$ cat src/rtl/mips_multicycle_ctrl.sv
// -----------------------------------------------------------------------------
// mips_multicycle_ctrl
//   Control FSM for a multicycle MIPS datapath. One shared instruction/data
//   memory, so instruction fetch and data access are separate states. Every
//   memory state stalls on mem_ready. A timeout counter aborts a stalled
//   access, and unsupported opcodes or functs are flagged.
//   Supported instructions: lw, sw, add/sub/and/or/slt, beq, addi, j.
//
// Parameters
//   WAIT_LIMIT : max stalled cycles in a memory state before abort (0 = never)
//   CNT_W      : wait counter width, must hold WAIT_LIMIT
//
// Ports
//   clk, reset          : clock (rising edge), async active-high reset
//   op, funct           : opcode / function fields from the instruction reg
//   zero                : ALU zero flag (beq)
//   mem_ready           : memory finishes the current access this cycle
//   memwrite, irwrite,
//   pcen, regwrite      : write enables (forced low while reset is high)
//   iord, regdst,
//   memtoreg, alusrca,
//   alusrcb, pcsrc      : datapath mux selects
//   alucontrol          : ALU operation
//   illegal_op, mem_err : one-cycle error pulses
//   state               : current state code (debug)
// -----------------------------------------------------------------------------
module mips_multicycle_ctrl #(
    parameter int WAIT_LIMIT = 16,
    parameter int CNT_W      = 5
) (
    input  logic       clk,
    input  logic       reset,
    input  logic [5:0] op,
    input  logic [5:0] funct,
    input  logic       zero,
    input  logic       mem_ready,
    output logic       memwrite,
    output logic       iord,
    output logic       irwrite,
    output logic       pcen,
    output logic       regdst,
    output logic       memtoreg,
    output logic       regwrite,
    output logic       alusrca,
    output logic [1:0] alusrcb,
    output logic [1:0] pcsrc,
    output logic [2:0] alucontrol,
    output logic       illegal_op,
    output logic       mem_err,
    output logic [3:0] state
);

    typedef enum logic [3:0] {
        S_FETCH    = 4'd0,
        S_DECODE   = 4'd1,
        S_MEMADR   = 4'd2,
        S_MEMRD    = 4'd3,
        S_MEMWB    = 4'd4,
        S_MEMWR    = 4'd5,
        S_EXECUTE  = 4'd6,
        S_ALUWB    = 4'd7,
        S_BEQ      = 4'd8,
        S_ADDIEXEC = 4'd9,
        S_ADDIWB   = 4'd10,
        S_JUMP     = 4'd11
    } state_t;

    localparam logic [5:0] OP_LW   = 6'b100011;
    localparam logic [5:0] OP_SW   = 6'b101011;
    localparam logic [5:0] OP_RT   = 6'b000000;
    localparam logic [5:0] OP_BEQ  = 6'b000100;
    localparam logic [5:0] OP_ADDI = 6'b001000;
    localparam logic [5:0] OP_J    = 6'b000010;

    localparam logic [5:0] FN_ADD = 6'b100000;
    localparam logic [5:0] FN_SUB = 6'b100010;
    localparam logic [5:0] FN_AND = 6'b100100;
    localparam logic [5:0] FN_OR  = 6'b100101;
    localparam logic [5:0] FN_SLT = 6'b101010;

    localparam logic [2:0] ALU_ADD = 3'b010;
    localparam logic [2:0] ALU_SUB = 3'b110;
    localparam logic [2:0] ALU_AND = 3'b000;
    localparam logic [2:0] ALU_OR  = 3'b001;
    localparam logic [2:0] ALU_SLT = 3'b111;

    state_t            r_state;
    state_t            w_next;
    logic [CNT_W-1:0]  r_cnt;

    logic       w_mem_st;
    logic       w_timeout;
    logic       w_funct_ok;
    logic [2:0] w_alu_rt;
    logic       w_memwrite;
    logic       w_irwrite;
    logic       w_pcwrite;
    logic       w_branch;
    logic       w_regwrite;
    logic       w_illegal;

    // R-type funct decode, shared by DECODE (legality) and EXECUTE (ALU op)
    always_comb begin
        w_funct_ok = 1'b1;
        w_alu_rt   = ALU_ADD;
        case (funct)
            FN_ADD:  w_alu_rt = ALU_ADD;
            FN_SUB:  w_alu_rt = ALU_SUB;
            FN_AND:  w_alu_rt = ALU_AND;
            FN_OR:   w_alu_rt = ALU_OR;
            FN_SLT:  w_alu_rt = ALU_SLT;
            default: w_funct_ok = 1'b0;
        endcase
    end

    // A stalled memory access aborts once the counter has reached the limit.
    // A ready in the limit cycle still completes the access.
    always_comb begin
        w_mem_st  = (r_state == S_FETCH) || (r_state == S_MEMRD) || (r_state == S_MEMWR);
        w_timeout = (WAIT_LIMIT != 0) && w_mem_st && !mem_ready
                    && (r_cnt >= CNT_W'(WAIT_LIMIT));
    end

    always_ff @(posedge clk or posedge reset) begin
        if (reset) begin
            r_state <= S_FETCH;
            r_cnt   <= '0;
        end else begin
            r_state <= w_next;
            // Counting only happens while the FSM stays put, so clearing
            // otherwise covers both state changes and a timeout abort.
            if (w_mem_st && !mem_ready && !w_timeout) begin
                if (r_cnt != '1) r_cnt <= r_cnt + 1'b1;
            end else begin
                r_cnt <= '0;
            end
        end
    end

    always_comb begin
        w_next     = S_FETCH;
        w_memwrite = 1'b0;
        w_irwrite  = 1'b0;
        w_pcwrite  = 1'b0;
        w_branch   = 1'b0;
        w_regwrite = 1'b0;
        w_illegal  = 1'b0;
        iord       = 1'b0;
        regdst     = 1'b0;
        memtoreg   = 1'b0;
        alusrca    = 1'b0;
        alusrcb    = 2'b00;
        pcsrc      = 2'b00;
        alucontrol = 3'b000;
        case (r_state)
            S_FETCH: begin
                alusrcb    = 2'b01;
                alucontrol = ALU_ADD;
                w_irwrite  = mem_ready;
                w_pcwrite  = mem_ready;
                w_next     = mem_ready ? S_DECODE : S_FETCH;
            end
            S_DECODE: begin
                alusrcb    = 2'b11;
                alucontrol = ALU_ADD;
                case (op)
                    OP_LW, OP_SW: w_next = S_MEMADR;
                    OP_RT: begin
                        w_next    = w_funct_ok ? S_EXECUTE : S_FETCH;
                        w_illegal = !w_funct_ok;
                    end
                    OP_BEQ:  w_next = S_BEQ;
                    OP_ADDI: w_next = S_ADDIEXEC;
                    OP_J:    w_next = S_JUMP;
                    default: w_illegal = 1'b1;
                endcase
            end
            S_MEMADR: begin
                alusrca    = 1'b1;
                alusrcb    = 2'b10;
                alucontrol = ALU_ADD;
                if (op == OP_LW)      w_next = S_MEMRD;
                else if (op == OP_SW) w_next = S_MEMWR;
            end
            S_MEMRD: begin
                iord = 1'b1;
                if (mem_ready)      w_next = S_MEMWB;
                else if (!w_timeout) w_next = S_MEMRD;
            end
            S_MEMWB: begin
                memtoreg   = 1'b1;
                w_regwrite = 1'b1;
            end
            S_MEMWR: begin
                iord       = 1'b1;
                w_memwrite = !w_timeout;
                if (!mem_ready && !w_timeout) w_next = S_MEMWR;
            end
            S_EXECUTE: begin
                alusrca    = 1'b1;
                alucontrol = w_alu_rt;
                w_next     = S_ALUWB;
            end
            S_ALUWB: begin
                regdst     = 1'b1;
                w_regwrite = 1'b1;
            end
            S_BEQ: begin
                alusrca    = 1'b1;
                alucontrol = ALU_SUB;
                pcsrc      = 2'b01;
                w_branch   = 1'b1;
            end
            S_ADDIEXEC: begin
                alusrca    = 1'b1;
                alusrcb    = 2'b10;
                alucontrol = ALU_ADD;
                w_next     = S_ADDIWB;
            end
            S_ADDIWB: begin
                w_regwrite = 1'b1;
            end
            S_JUMP: begin
                pcsrc     = 2'b10;
                w_pcwrite = 1'b1;
            end
            default: w_next = S_FETCH;
        endcase
    end

    // Reset masks every write so nothing lands while the FSM is held.
    assign memwrite   = !reset && w_memwrite;
    assign irwrite    = !reset && w_irwrite;
    assign pcen       = !reset && (w_pcwrite || (w_branch && zero));
    assign regwrite   = !reset && w_regwrite;
    assign illegal_op = !reset && w_illegal;
    assign mem_err    = !reset && w_timeout;
    assign state      = r_state;

endmodule

$ cat config.mk
export PLATFORM = sky130hd
export DESIGN_NAME = mips_multicycle_ctrl
export DESIGN_NICKNAME = d
export VERILOG_FILES = /design/src/rtl/mips_multicycle_ctrl.sv
export SDC_FILE = /design/constraint.sdc
export NUM_CORES = 1
export LEC_CHECK = 0
export ABC_CLOCK_PERIOD_IN_PS = 3800
export CORE_AREA = 2 2 48 50
export DETAILED_ROUTE_END_ITERATION = 7
export DIE_AREA = 0 0 50 52
export PLACE_DENSITY = 0.84
export SLEW_MARGIN = 20
export SYNTH_ARGS = -nofsm -noshare
export SYNTH_HDL_FRONTEND = slang
export SYNTH_SLANG_ARGS = --single-unit
$ cat constraint.sdc
create_clock -name clk -period 3.8 [get_ports clk]
set_input_delay 0.76 -clock clk [delete_from_list [all_inputs] [get_ports clk]]
set_output_delay 0.76 -clock clk [all_outputs]
set_load 0.1 [all_outputs]
; Word level (Yosys, flattened, before mapping)
; Index checks and enable logic that the tools add are counted.
[totals]
out_inout_bits = 21
input_bits = 16
reg_bits = 9
wordCells = 82
[classes]
n_reduce_logical = 28
addsub = 1
muxes = 27
magnitude_cmp = 1
eq_ne = 23
[ops]
columns = operator, n
row1 = $eq A6 B6 Y1 const B, 7
row2 = $pmux W4 S7, 1
row3 = $pmux W4 S5, 1
row4 = $eq A4 B3 Y1 const B, 4
row5 = $eq A4 B4 Y1 const B, 4
row6 = $mux W3, 5
row7 = $pmux W3 S4, 1
row8 = $logic_and A1 B1 Y1, 11
row9 = $mux W1, 11
row10 = $mux W5, 2
row11 = $reduce_or A5 Y1, 2
row12 = $pmux W3 S3, 1
row13 = $eq A4 B2 Y1 const B, 2
row14 = $reduce_or A4 Y1, 2
row15 = $eq A6 B2 Y1 const B, 1
row16 = $eq A6 B3 Y1 const B, 1
row17 = $eq A6 B4 Y1 const B, 1
row18 = $logic_not A6 Y1, 1
row19 = $pmux W2 S3, 1
row20 = $reduce_or A2 Y1, 3
row21 = $add A5 B1 Y5 const B, 1
row22 = $ge A5 B5 Y1 const B, 1
row23 = $ne A5 B5 Y1 const B, 1
row24 = $eq A4 B1 Y1 const B, 1
row25 = other kinds (8), 14

; Logic depth before layout (Yosys ltp)
; Gate-level depths: netlist of the first run.
[logic_depth]
depth_word = 9
depth_mapped = 6
mapped_depth_nobuf = 6

; Worst setup path before layout of the first run
; Ideal clock, no wire load.
[synth_path]
path_type = flip-flop to output port
start = register r_state[2], in the netlist state[2]
end = output port memwrite
required_ns = 3.040
path_slack_ns = -1.405
path_stages_with_launch = 5
arrival_time_ns = 4.445
n_path_buf = 2
path_cell_list = dfrtp_1 -> buf_6 -> clkbuf_1 -> nand2b_1 -> nor4_1
[synth_between]
elab_chain_cells = 8
word_cells_on_any_way = 10
classes_between = eq/ne (2) / mux (1) / reduce/logical (7)
[synth_rtl]
columns = item, line
row1 = from (decl), 87  ; state_t r_state;
row2 = from (signal assigned), 129  ; r_state <= w_next;
row3 = $eq A4 B2 Y1 / $logic_not A4 Y1 (equally long branches), 119  ; w_mem_st = (r_state == S_FETCH) || (r_state == S_MEMRD) || (r_state == S_MEMWR);
row4 = $logic_or A1 B1 Y1 (2 in series), 119
row5 = $logic_and A1 B1 Y1, 120  ; w_timeout = (WAIT_LIMIT != 0) && w_mem_st && !mem_ready
row6 = $logic_and A1 B1 Y1, 121  ; && (r_cnt >= CNT_W'(WAIT_LIMIT));
row7 = $logic_not A1 Y1, 196  ; w_memwrite = !w_timeout;
row8 = $mux W1 *, 155  ; case (r_state)
row9 = $logic_and A1 B1 Y1 *, 232  ; assign memwrite = !reset && w_memwrite;
row10 = to (decl), 37  ; output logic memwrite,
; Every way passes the cells marked *; elsewhere a longest branch is shown, timed or not.

; Worst setup path after layout of the first run
[layout_path]
start = input port op[3]
end = output port illegal_op
[layout_between]
elab_chain_cells = 5
word_cells_on_any_way = 10
classes_between = eq/ne (5) / mux (2) / reduce/logical (3)
[layout_rtl]
columns = item, line
row1 = from (decl), 33  ; input logic [5:0] op,
row2 = "$eq A6 B6 Y1, or another cell as far along", 166  ; case (op)
row3 = $reduce_or A5 Y1 (no source line), --
row4 = $pmux W1 S2 *, 166
row5 = $mux W1 *, 155
row6 = $logic_and A1 B1 Y1 *, 236  ; assign illegal_op = !reset && w_illegal;
row7 = to (decl), 48  ; output logic illegal_op,
; Marks and branches as above.

==> flow_summary.json, run 1 <==
{
  "status": "finished, final reports clean",
  "layout_commonest_cell": "buf_4",
  "grt_pass1_wl_um": 3820,
  "grt_usage_pct": 18.4,
  "num-nets-final": 175,
  "vias": 1052,
  "synth.net_count": 143,
  "syn-mean-instance-area_um2": 7.61,
  "maxCapViolations": 0,
  "critPathArrivalTime_ns": 2.52,
  "endpoint_kind": "primary output",
  "final_max_slew_viol_count": 0,
  "drt-initial-drc-count": 22,
  "die_h_um": 52,
  "synth.ff_latch_count": 9,
  "skew_ns": 0.00743,
  "syn_to_final_growth_pct": 40.9,
  "power_density_nw_per_um2": 244,
  "dpl.hpwl_um": 1790,
  "power.ir.vdd_worst_uv": 190,
  "wire_per_inst_um": 13.0,
  "num_antenna_cells": 0,
  "fin_ws_ns": 0.523,
  "clkTransAtPathRegs_ns": 0.06,
  "die_w_um": 50,
  "fmax_mhz": 305,
  "place_congestion": 0.756,
  "drive_gt1_share_pct": 21.8,
  "rows": 17,
  "postCtsSetupRepairBufs": 0,
  "grt_pass1_vias": 894,
  "clk_path_buf_depth": 2,
  "cts_hold_buffers": 0,
  "hp-class": "reg2reg",
  "detail-route-antenna-nets": 0,
  "drc_errors": 0,
  "dp_slack_ns": 0.525,
  "post_cts_resized": 0,
  "setup_viol": 0,
  "insertion_delay_ns": 0.26,
  "syn-cell-area_um2": 951,
  "gr-total-overflow": 0,
  "mostFrequentLayoutCells": "buf_4 (19), clkdlybuf4s50_1 (16), nor2_1 (14)",
  "core_area_um2": 2110,
  "ioPinCount": 37,
  "crit_path_start_kind": "input pin",
  "cts_tree": "yes",
  "period_minus_slack_ns": 3.28,
  "yosys.cell_types.count": 45,
  "path_class": "in2out",
  "numCtsBuffers": 3,
  "synth_seq_area_share_pct": 23.7,
  "first_pass_iters": 4,
  "htreeDepth": 1,
  "relSlewSlack_pct": 36.1,
  "path_max_fanout": 9,
  "dieArea_um2": 2600,
  "drt_wl_total_um": 2380,
  "ys_async_sr_fraction_pct": 100,
  "finalCritPeriodShare_pct": 86.2,
  "worst_pin_slew_ns": 0.956,
  "grt_start_max_net_pins": 19,
  "synth_ff_type": "dfrtp_1",
  "cts.sinks": 9,
  "required_ns": 3.04,
  "ys_warn_count": 0,
  "fill_cells": 194,
  "leakage_nw": 0.564,
  "finalPower_w": 0.000327,
  "initial_core_util_pct": 45.2,
  "antenna_found_initial": 0,
  "rsz0062_at_grt": "false",
  "io_buffers": 36,
  "root_buffer": "clkbuf_4",
  "syn_inst": 125,
  "timing_hold_violations_final": 0,
  "via_per_inst": 5.72,
  "synth_edf_count": 0
}
[where the power goes]
group / switching [W] / internal [W] / total, W / leakage [nW]
logic: 0.0000957 / 0.0000489 / 0.000145 / 0.423
clock network: 0.0000333 / 0.0000387 / 0.0000720 / 0.0177
registers: 0.0000103 / 0.000100 / 0.000111 / 0.123
total: 0.000139 / 0.000188 / 0.000327 / 0.564
[flip-flops by register name, summed over array words and instances, names as in the netlist]
name and flops:
r_cnt 5, state 4
[metrics by stage]
| step | cells | setup TNS (ns) | area [um^2] | hold WS (ns) | utilization [%] |
|---|---|---|---|---|---|
| after floorplan | 125 | -0.648 | 980 | 0.497 | - |
| after global placement | 180 | 0 | 1310 | 0.524 | 62.3 |
| after detailed placement | 180 | 0 | 1310 | 0.524 | 62.3 |
| after CTS | 184 | 0 | 1340 | 0.541 | 63.6 |
| after global routing | 184 | 0 | 1340 | 0.571 | 63.6 |
| final | 184 | 0 | 1340 | 0.540 | 63.6 |
[critical path, stage by stage]
cell and delay [ns]:
clkdlybuf4s50_1 0.57, maj3_1 0.41, o31a_1 0.25, a211oi_1 0.26, nor3_2 0.08, buf_12 0.17
[cells in the mapped netlist, types with 3 or more instances]
cell      instances  area, um^2
a21oi_1           5        25.0
and3_1            3        18.8
clkbuf_1          9        33.8
dfrtp_1           9         225
inv_1             7        26.3
nand2_1           4        15.0
nand2b_1          5        31.3
nand3_1           3        15.0
nand4b_1          3        26.3
nor2_1           14        52.6
nor2b_1           5        31.3
nor3_1            7        35.0
nor4_1            4        25.0
o21ai_0           6        30.0
or4b_1            3        30.0
xor2_1            4        35.0
[per-layer routing]
| layer | vias to the layer above | GRT usage [%] | wire [um] |
|---|---|---|---|
| met1 | 497 | 22.5 | 1090 |
| met2 | 29 | 34.2 | 1150 |
| li1 | 526 | - | - |
| met3 | 0 | 3.16 | 143 |
| met5 | - | 0 | 0 |
| met4 | 0 | 2.78 | 0 |
[final cells by class]
class / count / area [um^2] / area share [%]
multi-input cells: 99 / 683 / 51.0
repair buffers: 37 / 343 / 25.6
flip-flops and latches: 9 / 225 / 16.8
well taps: 28 / 35.0 / 2.61
inverters: 7 / 26.3 / 1.96
clock buffers: 3 / 22.5 / 1.68
clock inverters: 1 / 5.00 / 0.373
[logic make-up (layout without fill, tap and decap cells)]
kind of cell,Yosys count,count (layout),synth area share [%]
AO/OA/AOI/OAI,27,27,20.0
adder cells (fa/ha/maj),3,3,3.68
buffers and inverters,17,48,7.50
flip-flops,9,9,23.7
multiplexers,1,1,1.05
XOR/XNOR,6,6,5.53
AND/OR/NAND/NOR,62,62,38.6
[path summary, 6_finish.rpt]
check	endpoint	slack [ns]	from	cells after the start
max	illegal_op	0.52	op[3]	6
min	r_cnt[3]	0.54	r_cnt[3]	2
max reg2reg	state[0]	1.98	state[2]	4
min reg2reg	r_cnt[3]	0.54	r_cnt[3]	2
max in group asynchronous	r_cnt[0]	2.56	reset	2
min in group asynchronous	state[1]	0.96	reset	2
Note: power is estimated with default switching activity, not from simulation.
==> run 2, diff against run 1 <==
- CORE_AREA: 2 2 48 50 -> 10 10 57 59
- DIE_AREA: 0 0 50 52 -> 0 0 67 69
- PLACE_DENSITY: 0.84 -> 0.81
==> run 2 against run 1 <==
  * Clock power up 3.1%
  * Critical endpoint unchanged
  * Fmax down 1.0%
  * Sequential power about the same
  * Highest routed layer is now met4
==> flow_summary.json, run 2 (synthesized netlist as in run 1, its figures left out) <==
{
  "status": "finished, final reports clean",
  "place_congestion": 0.803,
  "whs_ns": 0.538,
  "grt_start_max_net_pins": 19,
  "finalPower_w": 0.000330,
  "mostFrequentLayoutCells": "buf_4 (19), clkdlybuf4s50_1 (15), nor2_1 (14)",
  "skew_ns": 0.000576,
  "crit_chain": "clkdlybuf4s50_1 -> maj3_1 -> o31a_1 -> a211oi_1 -> nor3_2 -> buf_12",
  "use_met1_pct": 11.8,
  "path_max_fanout": 9,
  "maxCapViolations": 0,
  "power_density_nw_per_um2": 244,
  "final_max_slew_viol_count": 0,
  "fin_tns_setup_ns": 0,
  "leakage_nw": 0.568,
  "vias": 1025,
  "setup_viol": 0,
  "drt-initial-drc-count": 59,
  "root_buffer": "clkbuf_4",
  "dpl.hpwl_um": 2190,
  "detail-route-antenna-nets": 0,
  "path_class": "in2out",
  "period_minus_slack_ns": 3.31,
  "rsz0062_at_grt": "false",
  "core_area_um2": 2150,
  "drc_errors": 0,
  "grt_pass1_wl_um": 4550,
  "max_stage_delay_ns": 0.58,
  "critPathBufInv": 2,
  "numCtsBuffers": 3,
  "insertion_delay_ns": 0.27,
  "die_w_um": 67,
  "grt_usage_pct": 11.6,
  "num-nets-final": 175,
  "post_cts_resized": 0,
  "cts_hold_buffers": 0,
  "postCtsSetupRepairBufs": 0,
  "use_met3_pct": 4.35,
  "use_met2_pct": 20.6,
  "fmax_mhz": 302,
  "worst_pin_slew_ns": 0.696,
  "clk_path_buf_depth": 2,
  "grt_pass1_vias": 1020,
  "endpoint_kind": "primary output",
  "critPathArrivalTime_ns": 2.55,
  "top_usage_layer": "met2",
  "critPathTopFamily": "buffers and inverters",
  "drive_gt1_share_pct": 22.4,
  "layout_commonest_cell": "buf_4",
  "cts_tree": "yes",
  "required_ns": 3.04,
  "drt_wl_total_um": 2750,
  "initial_core_util_pct": 44.3,
  "gr-total-overflow": 0,
  "power.ir.vdd_worst_uv": 261,
  "wire_per_inst_um": 14.9,
  "clkTransAtPathRegs_ns": 0.06,
  "relSlewSlack_pct": 52.4,
  "dieArea_um2": 4620,
  "htreeDepth": 1,
  "crit_path_start_kind": "input pin",
  "via_per_inst": 5.57,
  "hp-class": "reg2reg",
  "io_buffers": 36,
  "top_register": "r_cnt",
  "rows": 17,
  "antenna_found_initial": 0,
  "cts.sinks": 9,
  "finalCritPeriodShare_pct": 87.1,
  "first_pass_iters": 4,
  "timing_hold_violations_final": 0,
  "ioPinCount": 37,
  "syn_to_final_growth_pct": 42.0,
  "die_h_um": 69,
  "cpMaxStageDelayCell": "clkdlybuf4s50_1",
  "num_antenna_cells": 0,
  "largest_reg_flops": 5
}
[run 2: cell types whose count changed in the layout (fill, tap and decap cells not counted)]
cell             before  now
clkdlybuf4s50_1      16   15
buf_12                2    3
[run 2: final cells by class]
cell class,instances,area (um^2)
fillers,195,798
multi-input cells,99,683
repair buffers,37,353
flip-flops and latches,9,225
well taps,28,35.0
inverters,7,26.3
clock buffers,3,22.5
clock inverters,1,5.00
[run 2: power breakdown]
part	internal (W)	switching (W)	leakage, nW
sequential	0.000100	0.00000972	0.123
clock	0.0000389	0.0000353	0.0177
combinational	0.0000485	0.0000970	0.427
[run 2: final timing paths]
kind	start	to	slack, ns	cells past startpoint
setup / recovery	op[3]	illegal_op	0.49	6
hold / removal	r_cnt[3]	r_cnt[3]	0.54	2
setup reg to reg	state[3]	state[0]	2.07	4
hold reg to reg	r_cnt[3]	r_cnt[3]	0.54	2
max in group asynchronous	reset	state[0]	2.56	2
min in group asynchronous	reset	r_cnt[4]	0.97	2
[run 2: layer usage]
layer / vias to the layer above / wire length [um]
li1: 519 / -
met1: 471 / 1090
met2: 30 / 1360
met3: 5 / 256
met4: 0 / 39
met5: - / 0
[run 2: through the flow]
step	worst slack, ns	instances	area, um^2	utilization, %
2_1_floorplan	-0.292	125	980	-
6_report	0.489	184	1350	62.8
3_5_place_dp	0.509	180	1320	61.6
4_1_cts	0.502	184	1350	62.8
5_1_grt	0.388	184	1350	62.8
3_3_place_gp	0.552	180	1320	61.6
[run 2: worst register-to-register path: stages (launching register included)]
cell	delay, ns
dfrtp_1	0.54
or4b_1	0.67
nor4_1	0.26
a21oi_1	0.08
o21ai_0	0.11
==> run 3, diff against run 2 <==
- SLEW_MARGIN: 20 -> default
==> results of run 3 <==
Same layout as run 2: the final DEF is identical, and so are final timing and power.
